$ cat src/rtl/reg_writeback.sv
// Writeback arbiter: merges ALU results and a queue of load results onto a single
// registered register-file write port, with load-starvation protection and hazard query.
module reg_writeback #(
    parameter int REG_BIT_WIDTH    = 32,
    parameter int NUM_OF_REGS      = 32,
    parameter int REG_ENCODE_WIDTH = $clog2(NUM_OF_REGS),
    parameter int LQ_DEPTH         = 4,
    parameter int STARVE_LIMIT     = 3
) (
    input  logic                        clk,
    input  logic                        rst,
    input  logic                        alu_valid,
    input  logic [REG_ENCODE_WIDTH-1:0] alu_rd_addr,
    input  logic [REG_BIT_WIDTH-1:0]    alu_data,
    output logic                        alu_ready,
    input  logic                        ld_valid,
    input  logic [REG_ENCODE_WIDTH-1:0] ld_rd_addr,
    input  logic [REG_BIT_WIDTH-1:0]    ld_data,
    output logic                        ld_ready,
    output logic                        rd_wr_en,
    output logic [REG_ENCODE_WIDTH-1:0] rd_addr,
    output logic [REG_BIT_WIDTH-1:0]    rd_data,
    input  logic [REG_ENCODE_WIDTH-1:0] query_addr,
    output logic                        query_pending,
    output logic [$clog2(LQ_DEPTH):0]   lq_count
);

    localparam int PTR_W = $clog2(LQ_DEPTH);
    localparam int CNT_W = PTR_W + 1;
    localparam int SC_W  = $clog2(STARVE_LIMIT + 1);

    logic [PTR_W-1:0]            wr_ptr_q, wr_ptr_d;
    logic [PTR_W-1:0]            rd_ptr_q, rd_ptr_d;
    logic [CNT_W-1:0]            cnt_q, cnt_d;
    logic [SC_W-1:0]             starve_q, starve_d;
    logic [LQ_DEPTH-1:0]         vld_q, vld_d;
    logic [REG_ENCODE_WIDTH-1:0] lq_addr_q [LQ_DEPTH];
    logic [REG_BIT_WIDTH-1:0]    lq_data_q [LQ_DEPTH];

    logic                        wr_en_q, wr_en_d;
    logic [REG_ENCODE_WIDTH-1:0] wr_addr_q, wr_addr_d;
    logic [REG_BIT_WIDTH-1:0]    wr_data_q, wr_data_d;

    logic q_empty, q_full, starve, alu_fire, lq_push, lq_pop, hit;

    assign q_empty   = (cnt_q == '0);
    assign q_full    = (cnt_q == CNT_W'(LQ_DEPTH));
    assign starve    = !q_empty && (starve_q == SC_W'(STARVE_LIMIT));
    assign alu_ready = !starve;
    assign ld_ready  = !q_full;
    assign alu_fire  = alu_valid && alu_ready;
    // Pop decisions use the registered count, so a fresh load waits at least one cycle.
    assign lq_pop    = !alu_fire && !q_empty;
    assign lq_push   = ld_valid && ld_ready && (ld_rd_addr != '0);

    always_comb begin
        wr_ptr_d = wr_ptr_q;
        rd_ptr_d = rd_ptr_q;
        vld_d    = vld_q;
        cnt_d    = cnt_q;
        if (lq_pop) begin
            rd_ptr_d        = rd_ptr_q + 1'b1;
            vld_d[rd_ptr_q] = 1'b0;
        end
        if (lq_push) begin
            wr_ptr_d        = wr_ptr_q + 1'b1;
            vld_d[wr_ptr_q] = 1'b1;
        end
        case ({lq_push, lq_pop})
            2'b10:   cnt_d = cnt_q + 1'b1;
            2'b01:   cnt_d = cnt_q - 1'b1;
            default: cnt_d = cnt_q;
        endcase
    end

    always_comb begin
        starve_d = starve_q;
        if (lq_pop || q_empty) begin
            starve_d = '0;
        end else if (alu_fire && (starve_q != SC_W'(STARVE_LIMIT))) begin
            starve_d = starve_q + 1'b1;
        end
    end

    always_comb begin
        wr_en_d   = 1'b0;
        wr_addr_d = wr_addr_q;
        wr_data_d = wr_data_q;
        if (alu_fire) begin
            wr_en_d   = (alu_rd_addr != '0);
            wr_addr_d = alu_rd_addr;
            wr_data_d = alu_data;
        end else if (lq_pop) begin
            wr_en_d   = 1'b1;
            wr_addr_d = lq_addr_q[rd_ptr_q];
            wr_data_d = lq_data_q[rd_ptr_q];
        end
    end

    always_comb begin
        hit = wr_en_q && (wr_addr_q == query_addr);
        for (int i = 0; i < LQ_DEPTH; i++) begin
            if (vld_q[i] && (lq_addr_q[i] == query_addr)) begin
                hit = 1'b1;
            end
        end
        query_pending = (query_addr != '0) && hit;
    end

    always_ff @(posedge clk or negedge rst) begin
        if (!rst) begin
            wr_ptr_q  <= '0;
            rd_ptr_q  <= '0;
            cnt_q     <= '0;
            starve_q  <= '0;
            vld_q     <= '0;
            wr_en_q   <= 1'b0;
            wr_addr_q <= '0;
            wr_data_q <= '0;
        end else begin
            wr_ptr_q  <= wr_ptr_d;
            rd_ptr_q  <= rd_ptr_d;
            cnt_q     <= cnt_d;
            starve_q  <= starve_d;
            vld_q     <= vld_d;
            wr_en_q   <= wr_en_d;
            wr_addr_q <= wr_addr_d;
            wr_data_q <= wr_data_d;
        end
    end

    // Entry storage is qualified by vld_q, so it needs no reset.
    always_ff @(posedge clk) begin
        if (lq_push) begin
            lq_addr_q[wr_ptr_q] <= ld_rd_addr;
            lq_data_q[wr_ptr_q] <= ld_data;
        end
    end

    assign rd_wr_en = wr_en_q;
    assign rd_addr  = wr_addr_q;
    assign rd_data  = wr_data_q;
    assign lq_count = cnt_q;

endmodule

$ cat config.mk
export PLATFORM = sky130hd
export DESIGN_NAME = reg_writeback
export DESIGN_NICKNAME = d
export VERILOG_FILES = /design/src/rtl/reg_writeback.sv
export SDC_FILE = /design/constraint.sdc
export NUM_CORES = 1
export LEC_CHECK = 0
export BUFFER_PORTS_ARGS = -buffer_cell sky130_fd_sc_hd__buf_2
export CORE_ASPECT_RATIO = 1.2
export CORE_MARGIN = 5
export CORE_UTILIZATION = 50
export DETAILED_ROUTE_END_ITERATION = 10
export PLACE_DENSITY = 0.82
export SKIP_LAST_GASP = 1
export SYNTH_ARGS = -nofsm -noshare
export SYNTH_HDL_FRONTEND = slang
export SYNTH_SLANG_ARGS = --single-unit
$ cat constraint.sdc
create_clock -name clk -period 2.65 [get_ports clk]
set_input_delay 0.53 -clock clk [delete_from_list [all_inputs] [get_ports clk]]
set_output_delay 0.53 -clock clk [all_outputs]
set_load 0.02 [all_outputs]
==> flow_summary.yaml, run 1 <==
synthesis:
  synth_common_cells: "edfxtp_1, dfrtp_1, nand2_1"
  ys_seq_area_frac: 0.702
  yosysWarnings: 0
  yosysTopAreaCell: "edfxtp_1"
  syn_area_sq_mm: 0.00815
  synth_area_leaders: "edfxtp_1, dfrtp_1, mux4_2"
  syn_nets: 567
  synth_top_area_share: 0.545
  synth.distinct_cells: 33
  synth_ff_type: "edfxtp_1"
  yosysMostFrequentCell: "edfxtp_1"
  avgSynthCellArea_sq_um: 17.2
  synthArstFlopShare: 0.256
  netlist_instances: 473
  ys_seq_elements: 199
  synth_edf_count: 148
critical_path:
  max_stage_delay_ns: 0.57
  endpoint_kind: "flop"
  critPathLaunchType: "flop"
  cp.arrival_ns: 2.82
  cpMaxStageDelayCell: "or3_1"
  path_max_fanout: 8
  worstSetupPathType: "flop to flop"
  path_cells: "or3_1 > nand2_8 > a21oi_2 > ha_1 > fa_1 > xnor2_1 > nor2_1 > xor2_1"
  worstPathRequired_ns: 2.99
global_routing:
  grt_use_total: 0.192
  antenna_found_initial: 1
  first_global_vias: 5020
  grt_overflow: 0
  grt_pass1_wl_um: 27500
  grt_max_degree: 47
cells_and_area:
  final_nets: 700
  drive_above_1_share: 0.354
  antennaDiodeCount: 0
  syn_to_final_growth_pct: 18.4
  finish.utilization: 0.598
  stdcell_area_sq_mm: 0.00965
  n_fill_cell: 1194
die:
  initial_utilization: 0.505
  num_rows: 51
  die-area_sq_mm: 0.0190
  die_y_um: 150
  fp.dieW_um: 127
  core_sq_mm: 0.0161
  ios: 127
power:
  internal_power_w: 0.00720
  power.density_mw_per_mm2: 1110
  pwr-share-seq: 0.440
  irDropWorstVdd_mv: 0.722
  power.total_w: 0.0107
  swShare: 0.328
  clockPowerShare: 0.251
  power_frac_comb: 0.309
  p_switching_w: 0.00351
  leakage_nw: 3.69
sta:
  finalSetupTns_ns: 0
  skew_ns: 0.0105
  hold_viol: 0
  slew_viol_final: 0
  layout_min_cycle_time_ns: 2.48
  max_freq_ghz: 0.404
  setup_ws_ns: 0.172
  setup_viol: 0
  tightestPinTransition_ns: 0.994
  rsz0062_at_grt: "no"
  period_share: 0.935
  maxSlewHeadroom: 0.337
clocking:
  cts_setup_buffers: 0
  cts_resized: 0
  postCtsHoldBufs: 0
  cts_inserted_buffers: 17
  cts_tree: "yes"
  h-tree-depth: 4
  clockRootBuffer: "clkbuf_16"
  clk_pin_slew_ns: 0.07
  cts_buffer_depth: 2
  clkLatencyLatePin_ns: 0.43
  cts.sinks: 199
routing:
  drt_iter0_drc: 265
  dr.pass1.iters: 5
  drc: 0
  wl_um: 17100
  drtAntennaViolNets: 0
  vias: 4606
  wl_per_cell_um: 20.6
  viasPerCell: 5.54
place:
  gp_congestion: 0.964
  port_buffers: 126
  pre_cts_slack_ns: 0.176
  dp_hpwl_um: 11800
  post_dp_cell_area_sq_mm: 0.00904
hold_path:
  hold_path_class: "input pin to async pin"
job:
  cap_viol_max_count: 0
run_status:
  outcome: "finished clean"
placed cells by master (no fill, tap or decap), drive strengths merged, types with 6 or more instances in the layout:
cell and n:
dfrtp 51, mux2i 32, xor2 21, o21ai 33, nand2 52, inv 13, clkbuf 18, xnor2 9
edfxtp 148, ha 10, mux4 37, nand3 6, buf 140
state kept, by name, indices dropped and copies added, names as in the netlist:
signal	cells
rd_data	32
wr_ptr_q	2
lq_data_q	128
vld_q	4
rd_wr_en	1
rd_ptr_q	2
lq_addr_q	20
rd_addr	5
starve_q	2
lq_count	3
per-stage QoR:
stage	hold WS [ns]	std cells
6_report	0.0821	831
3_3_place_gp	0.430	799
3_5_place_dp	0.437	799
2_1_floorplan	0.234	473
5_1_grt	0.108	831
4_1_cts	0.0852	831
critical path: cells and delay by family, from the launching register on:
| kind | cells | cell delay (ns) |
|---|---|---|
| flip-flops | 1 | 0.46 |
| AO/OA/AOI/OAI | 1 | 0.13 |
| XOR/XNOR | 2 | 0.31 |
| adder cells (fa/ha/maj) | 2 | 0.63 |
| AND/OR/NAND/NOR | 3 | 0.86 |
area by class of cell:
type / count / area, sq um / share of cell area
multi-input cells: 242 / 2250 / 0.234
flip-flops and latches: 199 / 5720 / 0.593
repair buffers: 140 / 773 / 0.0801
inverters: 6 / 22.5 / 0.00233
well taps: 212 / 265 / 0.0275
clock buffers: 18 / 429 / 0.0445
clock inverters: 14 / 185 / 0.0192
worst paths after layout:
path / start / end / slack (ns) / cells past startpoint
max in group asynchronous: rst / rd_data[5]$_DFFE_PN0P_ / 1.88 / 2
worst min-delay path: rst / wr_ptr_q[0]$_DFFE_PN0P_ / 0.08 / 1
worst max-delay path: lq_count[0]$_DFFE_PN0P_ / lq_count[2]$_DFFE_PN0P_ / 0.17 / 8
min in group clk: ld_data[18] / lq_data_q[0][18]$_DFFE_PP_ / 0.31 / 1
worst max register to register: lq_count[0]$_DFFE_PN0P_ / lq_count[2]$_DFFE_PN0P_ / 0.17 / 8
worst min register to register: starve_q[0]$_DFFE_PN0P_ / starve_q[0]$_DFFE_PN0P_ / 0.44 / 1
cell families after synthesis:
logic type               count (synthesis)  synth area share
multiplexers                            71             0.144
XOR/XNOR                                30            0.0322
AND/OR/NAND/NOR                         80            0.0457
buffers and inverters                   32            0.0232
AO/OA/AOI/OAI                           50            0.0350
adder cells (fa/ha/maj)                 11            0.0178
flip-flops                             199             0.702
power by group through the flow:
stage | clock [W] | sequential (W) | combinational, W
finish | 0.00268 | 0.00472 | 0.00331
global route | 0.00287 | 0.00483 | 0.00359
CTS | 0.00272 | 0.00473 | 0.00338
detailed placement | 0 | 0.00479 | 0.00336
global placement | 0 | 0.00471 | 0.00325
floorplan | 0 | 0.00499 | 0.00198
routing by layer:
layer | track usage | wire [um] | vias up
li1 | - | - | 2072
met1 | 0.234 | 6730 | 2322
met2 | 0.327 | 8810 | 178
met3 | 0.0614 | 1210 | 32
met4 | 0.0628 | 348 | 2
met5 | 0 | 10 | -
Power figures use the tool's default switching activity.
==> run 2, diff against run 1 <==
- clock period: 2.65 -> 2.83 ns (I/O delays scaled with it)
==> run 2 against run 1 <==
- total power shrank 7.9%
- sequential share of layout area grew 0.41 points
- sequential power shrank 5.7%
- non-clock buffer count shrank 6
- cell count shrank 0.72%
- critical path depth is the same
- register-to-register slack gained 0.20 ns
- via count shrank 1.4%
- hold slack gained 0.17 ns
- routed wire length shrank 1.4%
- die area is the same
- worst setup slack gained 0.20 ns
==> flow_summary.yaml, run 2 (synthesized netlist as in run 1, its figures left out) <==
sta:
  maxSlewHeadroom: 0.309
  skew_ns: 0.00945
  layout_min_cycle_time_ns: 2.45
  hold_viol: 0
  slew_viol_final: 0
  max_freq_ghz: 0.408
  tightestPinTransition_ns: 1.04
  setup_viol: 0
  rsz0062_at_grt: "no"
  finalSetupTns_ns: 0
  period_share: 0.867
routing:
  drc: 0
  vias: 4541
  wl_per_cell_um: 20.5
  drt_iter0_drc: 222
  dr.pass1.iters: 4
  viasPerCell: 5.50
  drtAntennaViolNets: 0
  wl_um: 16900
clocking:
  clkLatencyLatePin_ns: 0.43
  h-tree-depth: 4
  cts_buffer_depth: 2
  cts_tree: "yes"
  cts_resized: 0
  clockRootBuffer: "clkbuf_16"
  cts_inserted_buffers: 17
  cts_setup_buffers: 0
  cts.sinks: 199
  postCtsHoldBufs: 0
  clk_pin_slew_ns: 0.07
cells_and_area:
  multi_input_area_sq_mm: 0.00225
  largest_reg_flops: 128
  finish.utilization: 0.594
  antennaDiodeCount: 0
  syn_to_final_growth_pct: 17.6
  regArea_sq_mm: 0.00572
  drive_above_1_share: 0.351
  n_fill_cell: 1201
  final_nets: 694
  layout_common_cells: "edfxtp_1, buf_2, nand2_1, dfrtp_1, mux4_2"
  regMostFlops: "lq_data_q"
  layout_commonest_cell: "edfxtp_1"
critical_path:
  rrSetupSlack_ns: 0.38
  worstPathRequired_ns: 3.18
  critPathBufInv: 0
  path_cells: "or3_1 > nand2_8 > a21oi_2 > ha_1 > fa_1 > xnor2_1 > nor2_1 > xor2_1"
  worstSetupPathType: "flop to flop"
  max_stage_delay_ns: 0.59
  path_max_fanout: 8
  cp.arrival_ns: 2.81
  endpoint_kind: "flop"
  cpMaxStageDelayCell: "or3_1"
  critPathLaunchType: "flop"
  crit_family: "simple AND/OR/NAND/NOR gates"
power:
  leakage_nw: 3.64
  internal_power_w: 0.00655
  clockPowerShare: 0.244
  power_frac_comb: 0.305
  irDropWorstVdd_mv: 0.599
  pwr-share-seq: 0.451
  swShare: 0.336
  power.density_mw_per_mm2: 1030
  p_switching_w: 0.00332
global_routing:
  grt_use_total: 0.188
  grt_max_degree: 50
  antenna_found_initial: 2
  grt_pass1_wl_um: 27000
  first_global_vias: 4935
  grt_overflow: 0
place:
  port_buffers: 126
  gp_congestion: 0.928
  dp_hpwl_um: 11300
die:
  initial_utilization: 0.505
  core_sq_mm: 0.0161
  die_y_um: 150
  die-area_sq_mm: 0.0190
  ios: 127
  fp.dieW_um: 127
  num_rows: 51
job:
  cap_viol_max_count: 0
hold_path:
  hold_path_class: "input pin to async pin"
run_status:
  outcome: "finished clean"
[run 2: changes by cell type in the layout (fill, tap and decap cells not counted)]
| cell | change |
|---|---|
| clkinv_2 | +1 |
| bufinv_16 | -2 |
| buf_12 | -1 |
| buf_4 | -5 |
| clkinv_8 | +4 |
| clkbuf_1 | -1 |
| clkinv_4 | -1 |
| inv_6 | +1 |
| inv_8 | -1 |
| clkinv_1 | -1 |
[run 2: worst paths after layout]
path                                    startpoint                         end  depth (start not counted)
max                        lq_count[1]$_DFFE_PN0P_     lq_count[2]$_DFFE_PN0P_                          8
min reg2reg                starve_q[0]$_DFFE_PN0P_     starve_q[0]$_DFFE_PN0P_                          1
max reg2reg                lq_count[1]$_DFFE_PN0P_     lq_count[2]$_DFFE_PN0P_                          8
min in group clk                       ld_data[23]  lq_data_q[2][23]$_DFFE_PP_                          1
max in group asynchronous                      rst     rd_data[11]$_DFFE_PN0P_                          2
min                                            rst     rd_ptr_q[0]$_DFFE_PN0N_                          1
[run 2: area by class of cell]
cell class | instances | area share
clock buffers | 17 | 0.0444
clock inverters | 15 | 0.0188
inverters | 6 | 0.00235
multi-input cells | 242 | 0.235
flip-flops and latches | 199 | 0.597
well taps | 212 | 0.0277
repair buffers | 134 | 0.0747
[run 2: metrics by stage]
step                      instance area (sq um)  total power, W  hold WS (ns)  worst slack, ns  std cells
after CTS                                  9590         0.00999         0.255            0.385        825
after floorplan                            8150         0.00653         0.270            0.179        473
final                                      9590         0.00987         0.253            0.377        825
after global routing                       9590          0.0104         0.282            0.179        825
after global placement                     8980         0.00741         0.428            0.448        793
after detailed placement                   8980         0.00757         0.438            0.402        793
[run 2: metal layers]
metal | track usage | vias to the layer above | wire, um | share of wire
met3 | 0.0578 | 33 | 1090 | 0.064
met5 | 0 | - | 25 | 0.0015
li1 | - | 2067 | - | -
met2 | 0.322 | 150 | 8790 | 0.52
met4 | 0.0692 | 4 | 414 | 0.025
met1 | 0.226 | 2287 | 6560 | 0.39
[run 2: worst reg2reg max path: cells and delay by family, from the launching register on]
family                     cells  cell delay, ns
AOI/OAI and AO/OA              1            0.13
xor gates and xnor gates       2            0.29
adders and majority gates      2            0.63
DFF                            1            0.44
and+or+nand+nor                3            0.89
[run 2: power by group through the flow]
stage	sequential (W)	clock (W)	combinational [W]
4_1_cts	0.00446	0.00246	0.00306
2_1_floorplan	0.00468	0	0.00185
3_3_place_gp	0.00445	0	0.00296
6_report	0.00445	0.00241	0.00301
3_5_place_dp	0.00452	0	0.00305
5_1_grt	0.00455	0.00259	0.00327
==> run 3, diff against run 2 <==
- CORE_ASPECT_RATIO: 1.2 -> 1.4
- TNS_END_PERCENT: default -> 100
==> run 3 against run 2 <==
- clock skew fell by 0.0011 ns
- routed wire length fell by 2.4%
- cell count decreased by 1.7%
- clock power is 6% lower
- hold slack better by 0.065 ns
- non-clock buffer count is 2 lower
- total power is 1.8% lower
- critical path depth is the same
- cell area is 0.74% lower
- sequential power fell by 0.9%
- sequential cell count did not move
- register-to-register slack worse by 0.09 ns
- critical path type unchanged
- largest cell class unchanged
- highest routed layer unchanged
==> flow_summary.yaml, run 3 (synthesized netlist as in run 1, its figures left out) <==
run_status:
  outcome: "finished clean"
clocking:
  cts.sinks: 199
  postCtsHoldBufs: 0
  cts_buffer_depth: 2
  cts_tree: "yes"
  cts_inserted_buffers: 17
  clkLatencyLatePin_ns: 0.43
  clk_pin_slew_ns: 0.07
  clockRootBuffer: "clkbuf_16"
  h-tree-depth: 4
  cts_resized: 0
  cts_setup_buffers: 0
cells_and_area:
  drive_above_1_share: 0.347
  n_fill_cell: 1200
  stdcell_area_sq_mm: 0.00952
  final_nets: 692
  regMostFlops: "lq_data_q"
  stdcell_count: 811
  layout_commonest_cell: "edfxtp_1"
  largest_reg_flops: 128
  layout_common_cells: "edfxtp_1, buf_2, nand2_1, dfrtp_1, mux4_2"
  finish.utilization: 0.591
  syn_to_final_growth_pct: 16.7
routing:
  viasPerCell: 5.52
  wl_um: 16500
  drtAntennaViolNets: 0
  drc: 0
  wl_per_cell_um: 20.3
  drt_iter0_drc: 270
  dr.pass1.iters: 4
  vias: 4476
sta:
  slew_viol_final: 0
  rsz0062_at_grt: "no"
  maxSlewHeadroom: 0.304
  period_share: 0.900
  setup_viol: 0
  layout_min_cycle_time_ns: 2.55
  hold_viol: 0
  max_freq_ghz: 0.393
  tightestPinTransition_ns: 1.04
  skew_ns: 0.00835
  finalSetupTns_ns: 0
place:
  post_dp_cell_area_sq_mm: 0.00895
  dp_hpwl_um: 11200
  dp.cells: 778
  gp_congestion: 0.983
  port_buffers: 126
die:
  die-area_sq_mm: 0.0190
  initial_utilization: 0.506
  fp.dieW_um: 118
  num_rows: 55
  die_y_um: 161
  core_sq_mm: 0.0161
  ios: 127
critical_path:
  endpoint_kind: "flop"
  endpoint: "lq_count[2]$_DFFE_PN0P_"
  r2r-end: "lq_count[2]$_DFFE_PN0P_"
  rr_startpoint: "lq_count[1]$_DFFE_PN0P_"
  path_cells: "or3_1 > nand2_8 > a21oi_2 > ha_1 > fa_1 > xnor2_1 > nor2_1 > xor2_1"
  reg2reg_depth: 8
  path_max_fanout: 8
  cp-startpoint: "lq_count[1]$_DFFE_PN0P_"
  rrSetupSlack_ns: 0.28
  max_stage_delay_ns: 0.59
  worstSetupPathType: "flop to flop"
  cpMaxStageDelayCell: "or3_1"
  worstPathRequired_ns: 3.14
  critPathLaunchType: "flop"
  cp.arrival_ns: 2.86
power:
  swShare: 0.336
  power.density_mw_per_mm2: 1020
  clockPowerShare: 0.234
  power_frac_comb: 0.312
  pwr-share-seq: 0.454
  leakage_nw: 3.61
  internal_power_w: 0.00644
  irDropWorstVdd_mv: 0.632
  p_switching_w: 0.00326
job:
  cap_viol_max_count: 0
global_routing:
  grt_use_total: 0.181
  antenna_found_initial: 2
  first_global_vias: 4840
  grt_overflow: 0
  grt_pass1_wl_um: 26500
  grt_max_degree: 54
hold_path:
  hold_path_class: "input pin to async pin"
run 3: changes by cell type in the layout (fill, tap and decap cells not counted), moves of 2 or more:
cell and delta:
buf_4 -2, clkinv_8 -3, clkinvlp_4 +2, inv_8 +2
run 3: final cells by class:
class	count	area [sq um]	area share
clock buffers	17	425	0.0447
multi-input cells	242	2250	0.237
clock inverters	15	138	0.0145
well taps	199	249	0.0262
flip-flops and latches	199	5720	0.601
inverters	6	22.5	0.00237
repair buffers	132	701	0.0736
diodes	1	2.50	0.000263
run 3: per-stage QoR:
stage               worst slack (ns)  power, W  hold slack [ns]
global route                   0.181    0.0103            0.333
finish                         0.283   0.00970            0.317
detailed placement             0.303   0.00756            0.444
floorplan                      0.179   0.00653            0.270
global placement               0.441   0.00740            0.429
CTS                            0.289   0.00982            0.332
run 3: routing by layer:
| metal | global-route usage | vias up | part of all wire |
|---|---|---|---|
| met5 | 0 | - | 0.00043 |
| met4 | 0.0610 | 2 | 0.017 |
| met3 | 0.0392 | 24 | 0.046 |
| met2 | 0.323 | 138 | 0.55 |
| met1 | 0.219 | 2255 | 0.39 |
| li1 | - | 2057 | - |
run 3: worst max-delay path, delay by kind of cell, from the launching register on:
| kind | cells | cell delay, ns |
|---|---|---|
| adder cells (fa/ha/maj) | 2 | 0.65 |
| AO/OA/AOI/OAI | 1 | 0.13 |
| AND/OR/NAND/NOR | 3 | 0.84 |
| flip-flops | 1 | 0.46 |
| XOR/XNOR | 2 | 0.34 |
run 3: worst min path at each step:
stage	start	to	depth (start not counted)	slack, ns
floorplan	rst	lq_count[0]$_DFFE_PN0P_	0	0.27
global placement	starve_q[0]$_DFFE_PN0P_	starve_q[0]$_DFFE_PN0P_	1	0.43
detailed placement	starve_q[0]$_DFFE_PN0P_	starve_q[0]$_DFFE_PN0P_	1	0.44
CTS	ld_data[27]	lq_data_q[0][27]$_DFFE_PP_	1	0.33
global route	ld_data[27]	lq_data_q[1][27]$_DFFE_PP_	1	0.33
finish	rst	rd_wr_en$_DFF_PN0_	1	0.32
run 3: power groups by stage:
stage                     Sequential [W]  Combinational [W]  Clock (W)
final                            0.00441            0.00302    0.00227
after global routing             0.00451            0.00327    0.00247
after CTS                        0.00442            0.00309    0.00232
after detailed placement         0.00448            0.00308          0
after global placement           0.00441            0.00299          0
after floorplan                  0.00468            0.00185          0
